`config.mk`:
```
export PLATFORM = sky130hd
export DESIGN_NAME = uart_tx_frame_serializer_flat
export DESIGN_NICKNAME = d
export VERILOG_FILES = /design/src/rtl/uart_tx_frame_serializer_if.sv /design/src/rtl/uart_tx_frame_serializer.sv /design/src/flat_wrapper.sv
export SDC_FILE = /design/constraint.sdc
export NUM_CORES = 1
export LEC_CHECK = 0
export CAP_MARGIN = 20
export CORE_AREA = 2 2 49 51
export CTS_CLUSTER_DIAMETER = 120
export DETAILED_ROUTE_END_ITERATION = 8
export DIE_AREA = 0 0 51 53
export PLACE_DENSITY = 0.69
export SLEW_MARGIN = 15
export SYNTH_ARGS = -nofsm -noshare
export SYNTH_HDL_FRONTEND = slang
export SYNTH_SLANG_ARGS = --single-unit
```
`constraint.sdc`:
```
create_clock -name CLK -period 1.6 [get_ports CLK]
set_input_delay 0.32 -clock CLK [delete_from_list [all_inputs] [get_ports CLK]]
set_output_delay 0.32 -clock CLK [all_outputs]
set_load 0.1 [all_outputs]
```
`src/rtl/uart_tx_frame_serializer_if.sv`:
```
// Parallel-in / serial-out bundle for the UART TX frame serializer.
// master drives payload and strobe, slave produces the serial line.
interface uart_tx_frame_serializer_if #(
    parameter int DATA_WIDTH = 8
);
    logic [DATA_WIDTH-1:0] P_DATA;
    logic                  DATA_VALID;
    logic                  PAR_EN;
    logic                  PAR_TYP;
    logic                  TX_OUT;
    logic                  BUSY;

    modport master (
        output P_DATA,
        output DATA_VALID,
        output PAR_EN,
        output PAR_TYP,
        input  TX_OUT,
        input  BUSY
    );

    modport slave (
        input  P_DATA,
        input  DATA_VALID,
        input  PAR_EN,
        input  PAR_TYP,
        output TX_OUT,
        output BUSY
    );
endinterface

```
`src/rtl/uart_tx_frame_serializer.sv`:
```
// UART TX serializer: start, LSB-first data, optional parity, stop.
// One bit per CLK edge; TX_OUT and BUSY come straight from flops.
module uart_tx_frame_serializer #(
    parameter int DATA_WIDTH = 8
) (
    input  logic                        CLK,
    input  logic                        RST,
    uart_tx_frame_serializer_if.slave   bus
);
    localparam int IW = (DATA_WIDTH > 1) ? $clog2(DATA_WIDTH) : 1;
    localparam logic [IW-1:0] LAST_IDX = IW'(DATA_WIDTH - 1);

    typedef enum logic [2:0] {
        IDLE,
        START,
        DATA,
        PARITY,
        STOP
    } state_e;

    state_e                state_q;
    logic [DATA_WIDTH-1:0] data_q;
    logic                  par_q;
    logic                  par_en_q;
    logic [IW-1:0]         idx_q;
    logic [IW-1:0]         idx_d;
    logic                  tx_q;
    logic                  busy_q;

    // Next bit index, only consumed while shifting data bits.
    always_comb begin
        idx_d = idx_q + IW'(1);
    end

    // Frame FSM; each transition also loads the line value for the next bit.
    always_ff @(posedge CLK or negedge RST) begin
        if (!RST) begin
            state_q  <= IDLE;
            data_q   <= '0;
            par_q    <= 1'b0;
            par_en_q <= 1'b0;
            idx_q    <= '0;
            tx_q     <= 1'b1;
            busy_q   <= 1'b0;
        end else begin
            unique case (state_q)
                IDLE: begin
                    tx_q   <= 1'b1;
                    busy_q <= 1'b0;
                    if (bus.DATA_VALID) begin
                        data_q   <= bus.P_DATA;
                        par_en_q <= bus.PAR_EN;
                        par_q    <= (^bus.P_DATA) ^ bus.PAR_TYP;
                        idx_q    <= '0;
                        tx_q     <= 1'b0;
                        busy_q   <= 1'b1;
                        state_q  <= START;
                    end
                end
                START: begin
                    idx_q   <= '0;
                    tx_q    <= data_q[0];
                    state_q <= DATA;
                end
                DATA: begin
                    if (idx_q == LAST_IDX) begin
                        if (par_en_q) begin
                            tx_q    <= par_q;
                            state_q <= PARITY;
                        end else begin
                            tx_q    <= 1'b1;
                            state_q <= STOP;
                        end
                    end else begin
                        idx_q <= idx_d;
                        tx_q  <= data_q[idx_d];
                    end
                end
                PARITY: begin
                    tx_q    <= 1'b1;
                    state_q <= STOP;
                end
                STOP: begin
                    tx_q    <= 1'b1;
                    busy_q  <= 1'b0;
                    state_q <= IDLE;
                end
                default: begin
                    tx_q    <= 1'b1;
                    busy_q  <= 1'b0;
                    state_q <= IDLE;
                end
            endcase
        end
    end

    assign bus.TX_OUT = tx_q;
    assign bus.BUSY   = busy_q;
endmodule

```
`src/flat_wrapper.sv`:
```
// flat-port wrapper written by rule: the top's interface ports become plain ports
module uart_tx_frame_serializer_flat 
#(
    parameter int DATA_WIDTH = 8
)
  (CLK, RST, bus_P_DATA, bus_DATA_VALID, bus_PAR_EN, bus_PAR_TYP, bus_TX_OUT, bus_BUSY);
  uart_tx_frame_serializer_if #(.DATA_WIDTH(DATA_WIDTH)) bus_i ();
  input  logic CLK;
  input  logic RST;
  input wire logic [$bits(bus_i.P_DATA)-1:0] bus_P_DATA;
  input wire logic [$bits(bus_i.DATA_VALID)-1:0] bus_DATA_VALID;
  input wire logic [$bits(bus_i.PAR_EN)-1:0] bus_PAR_EN;
  input wire logic [$bits(bus_i.PAR_TYP)-1:0] bus_PAR_TYP;
  output wire logic [$bits(bus_i.TX_OUT)-1:0] bus_TX_OUT;
  output wire logic [$bits(bus_i.BUSY)-1:0] bus_BUSY;
  assign bus_i.P_DATA = bus_P_DATA;
  assign bus_i.DATA_VALID = bus_DATA_VALID;
  assign bus_i.PAR_EN = bus_PAR_EN;
  assign bus_i.PAR_TYP = bus_PAR_TYP;
  assign bus_TX_OUT = bus_i.TX_OUT;
  assign bus_BUSY = bus_i.BUSY;
  uart_tx_frame_serializer #(.DATA_WIDTH(DATA_WIDTH)) u_core (.CLK(CLK), .RST(RST), .bus(bus_i));
endmodule
```
Word level (Yosys, flattened, before mapping) --
Index checks and enable logic that the tools add are counted.
Cells by class: add/sub/neg operators 1, multiply operators 0, div/mod/pow operators 0, $lt $le $gt $ge 1, eq/ne operators 7, shift operators 0, mux-type cells 15, bitwise logic cells 1, reductions and logical operators 7
Operators by type and width (number):
- $mux 3 | 5
- $pmux 3 s4 | 1
- $pmux 3 s3 | 1
- $reduce_xor 8->1 | 1
- $eq 3x2->1 const B | 2
- $mux 1 | 5
- $lt 3x4->1 const B | 1
- $ne 2x2->1 const B | 2
- $reduce_and 2->1 | 2
- $add 3x1->3 const B | 1
- $bmux 1 s3 | 1
- $eq 3x1->1 const B | 1
- $eq 3x3->1 const B | 1
- $logic_not 3->1 | 1
- $pmux 1 s3 | 1
- $reduce_and 3->1 | 1
- $reduce_bool 3->1 | 1
- $reduce_or 3->1 | 1
- $ne 2x1->1 const B | 1
- $pmux 1 s2 | 1
- $xor 1x1->1 | 1
Word-level totals: register bits after elaboration 18, bits in latches 0, RAM bits 0, memory bits (read-only) 0, output and inout bits 2, memories kept 0

Depth between registers and ports, before layout --
depth in word-level cells 5, mapped depth 6, mapped depth without buffers 6

Worst setup path after synthesis --
No wires, ideal clock.
path type reg2reg, start point register u_core.idx_q[0], end point register u_core.idx_q[0], arrival 1583 ps, required time 1475 ps, path slack -108 ps, stages on the path, launching flop included 6, buffers on the path 0, period minus slack after synthesis 1708 ps, cells stage by stage dfrtp_1 -> ha_1 -> ha_1 -> o21ai_0 -> or3b_1 -> mux2_2
Between the ends: longest elaborated chain between the ends 3, elaborated cells on any way between the ends 6
RTL lines:
- start: declaration | RTL line uart_tx_frame_serializer.sv:25 | logic [IW-1:0] idx_q;
- start signal: assignment | RTL line uart_tx_frame_serializer.sv:75 | idx_q <= idx_d;
- $add 3x1->3 / $eq 3x3->1 (equally long branches) | RTL line uart_tx_frame_serializer.sv:32, uart_tx_frame_serializer.sv:66
- $mux 3 / $ne 2x2->1 (equally long branches)
- $pmux 3 s3 / $reduce_and 3->1 (equally long branches)
Parallel ways exist; a longest one is shown, timed or not. The select of a mux whose other input is x is not followed. A chain may end at the register's enable or synchronous reset.

Worst setup path after layout --
Same ends and word-level chain as after synthesis.

==> flow_metrics.env <==
export IMPL_cp_arrival_ns=1.84
export IMPL_io_buffers=14
export IMPL_yosysSeqAreaShare_pct=48.2
export IMPL_area_delta_synth_final_pct=35.0
export IMPL_cap_violations=0
export IMPL_ios=15
export IMPL_power_leakage_nw=0.557
export IMPL_antenna_found_initial=0
export IMPL_cts_tree="built"
export IMPL_crit_type="reg -> reg"
export IMPL_dp_hpwl_um=1350
export IMPL_final_core_util_pct=58.9
export IMPL_htreeDepth=1
export IMPL_drc=0
export IMPL_hold_path_class="in -> reg"
export IMPL_drt_iter0_drc=4
export IMPL_placed_area_um2=1190
export IMPL_postCtsSetupBuffers=0
export IMPL_routedWlPerCell_um=14.6
export IMPL_cts_buffers=3
export IMPL_fill_cells=175
export IMPL_ir_drop_mv=0.986
export IMPL_startpoint_type="register"
export IMPL_postSynthAreaPerCell_um2=13.0
export IMPL_worst_slack_ns=-0.0385
export IMPL_fin_crit_sh_pct=102
export IMPL_syn_instance_count=72
export IMPL_yosys_cell_types_count=27
export IMPL_grt_max_degree=19
export IMPL_dieWidth_um=51
export IMPL_cp_max_fo=3
export IMPL_die_h_um=53
export IMPL_multi_input_area_um2=494
export IMPL_syn_nets=87
export IMPL_outcome="complete, but fails checks"
export IMPL_clock_sinks=18
export IMPL_power_mw=2.38
export IMPL_finalClockSkew_ns=0.00678
export IMPL_end_kind="register"
export IMPL_fin_crit_ns=1.64
export IMPL_grt_pass1_vias=648
export IMPL_synth_warnings=0
export IMPL_tightest_slew_ns=0.410
export IMPL_final_hold_viol_count=0
export IMPL_max_freq_mhz=610
export IMPL_cp_required_ns=1.80
export IMPL_finish_instance_area_um2=1260
export IMPL_synth_seq_cells=18
export IMPL_rows=17
export IMPL_drt_pre_antenna_iters=4
export IMPL_finalSetupViolCount=1
export IMPL_clock_path_buffers=2
export IMPL_final_seq_area_um2=452
export IMPL_layout_drive_gt1_share_pct=36.5
export IMPL_finish_net_count=112
export IMPL_ant_nets=0
export IMPL_synth_area_um2=937
export IMPL_clk_pin_slew_ns=0.11
export IMPL_grt_pass1_wl_um=3040
export IMPL_rsz0062_at_grt="true"
export IMPL_fp_coreArea_um2=2150
export IMPL_wirelength_um=1810
export IMPL_avgViaCountPerCell=5.10
export IMPL_p_per_area_nw_per_um2=1880
export IMPL_max_slew_margin_pct=72.7
export IMPL_violations="setup timing"
export IMPL_cts_root_buf="clkbuf_4"
export IMPL_gp_congestion=0.787
export IMPL_worst_skew_pair_late_latency_ns=0.30
export IMPL_gr_total_overflow=0
export IMPL_drv_slew=0
export IMPL_num_vias=632
export IMPL_antenna_cells=0
export IMPL_initial_core_util_pct=43.6
export IMPL_grt_usage_pct=16.1
export IMPL_die_area_um2=2700
[sequential cells by signal (all words and copies together), names as in the netlist]
| register | count |
|---|---|
| u_core.bus.BUSY | 1 |
| u_core.state_q | 3 |
| u_core.par_q | 1 |
| u_core.idx_q | 3 |
| u_core.par_en_q | 1 |
| u_core.bus.TX_OUT | 1 |
| u_core.data_q | 8 |
[layer usage]
layer / part of all wire [%] / vias to the layer above / global-route usage (%)
li1: - / 307 / -
met1: 43 / 308 / 18.7
met2: 52 / 12 / 27.5
met3: 2.9 / 5 / 3.39
met4: 2.4 / 0 / 9.46
met5: 0 / - / 0
[repair_timing]
action	in CTS	in global routing
hold buffers	0	0
pin swaps	1	4
gates cloned	0	0
gates resized for setup	4	7
endpoints found under the setup margin	3	5
[critical path, stage by stage (launching register included)]
cell	delay (ns)
dfrtp_1	0.44
ha_4	0.18
ha_4	0.16
o21ai_2	0.10
or3b_4	0.40
mux2_4	0.26
[power by group]
part / internal [mW] / switching, mW
logic: 0.689 / 0.515
clock network: 0.139 / 0.147
registers: 0.678 / 0.214
total: 1.51 / 0.876
[logic make-up (layout without fill, tap and decap cells)]
| kind of cell | after synthesis | count (layout) | synth area share, % |
|---|---|---|---|
| AND/OR/NAND/NOR | 17 | 17 | 11.3 |
| XOR/XNOR | 7 | 7 | 8.01 |
| adder cells (fa/ha/maj) | 2 | 2 | 2.67 |
| AO/OA/AOI/OAI | 9 | 9 | 5.74 |
| multiplexers | 14 | 14 | 19.9 |
| flip-flops | 18 | 18 | 48.2 |
| buffers and inverters | 5 | 29 | 4.14 |
[cells in the mapped netlist]
master / instances / area (um^2)
a31oi_1: 1 / 6.26
nor2_1: 2 / 7.51
mux4_1: 2 / 52.6
mux2_1: 1 / 11.3
nor2b_1: 2 / 12.5
a21oi_1: 2 / 10.0
ha_1: 2 / 25.0
inv_1: 1 / 3.75
a22o_1: 2 / 17.5
mux2_2: 10 / 113
o21ai_0: 4 / 20.0
buf_4: 1 / 7.51
dfrtp_1: 17 / 425
nor3b_1: 1 / 7.51
mux2i_1: 1 / 10.0
nor4b_2: 1 / 15.0
or3b_1: 1 / 8.76
nor3b_2: 1 / 12.5
dfstp_2: 1 / 26.3
nor3_1: 3 / 15.0
clkbuf_2: 1 / 5.00
xor2_1: 1 / 8.76
xnor2_1: 5 / 43.8
nand2_1: 5 / 18.8
xnor3_1: 1 / 22.5
nor4b_1: 1 / 8.76
buf_6: 2 / 22.5
[area by class of cell]
| type | count | area share (%) |
|---|---|---|
| clock buffer | 4 | 2.87 |
| inverter | 1 | 0.297 |
| multi-input combinational | 49 | 39.1 |
| sequential | 18 | 35.7 |
| tap | 28 | 2.77 |
| timing repair buffer | 24 | 19.3 |
[worst paths after layout]
kind,start,endpoint,slack [ns],cells past startpoint
min reg2reg,u_core.data_q[4],u_core.data_q[4],0.52,1
max reg2reg,u_core.idx_q[0],u_core.idx_q[0],-0.04,5
max in group asynchronous,RST,u_core.bus.TX_OUT,1.01,2
min in group asynchronous,RST,u_core.data_q[6],0.34,2
min,bus_P_DATA[4],u_core.data_q[4],0.33,2
max,u_core.idx_q[0],u_core.idx_q[0],-0.04,5
[cell usage in the layout (no fill, tap or decap), drive strengths merged, types with 3 or more instances in the layout]
cell and count:
buf 12, clkbuf 4, clkdlybuf4s50 10, dfrtp 17, mux2 11, nand2 5
nor3 3, o21ai 4, xnor2 5
[through the flow]
| stage | TNS (ns) | hold slack (ns) | setup slack [ns] | cells |
|---|---|---|---|---|
| after global routing | -0.132 | 0.344 | -0.0786 | 124 |
| after floorplan | -0.0262 | 0.0244 | -0.0262 | 72 |
| final | -0.0385 | 0.331 | -0.0385 | 124 |
| after CTS | -0.0441 | 0.338 | -0.0441 | 124 |
| after global placement | -2.29 | 0.488 | -0.238 | 120 |
| after detailed placement | -2.50 | 0.493 | -0.284 | 120 |
No activity file was read; power rests on OpenSTA's default activity.
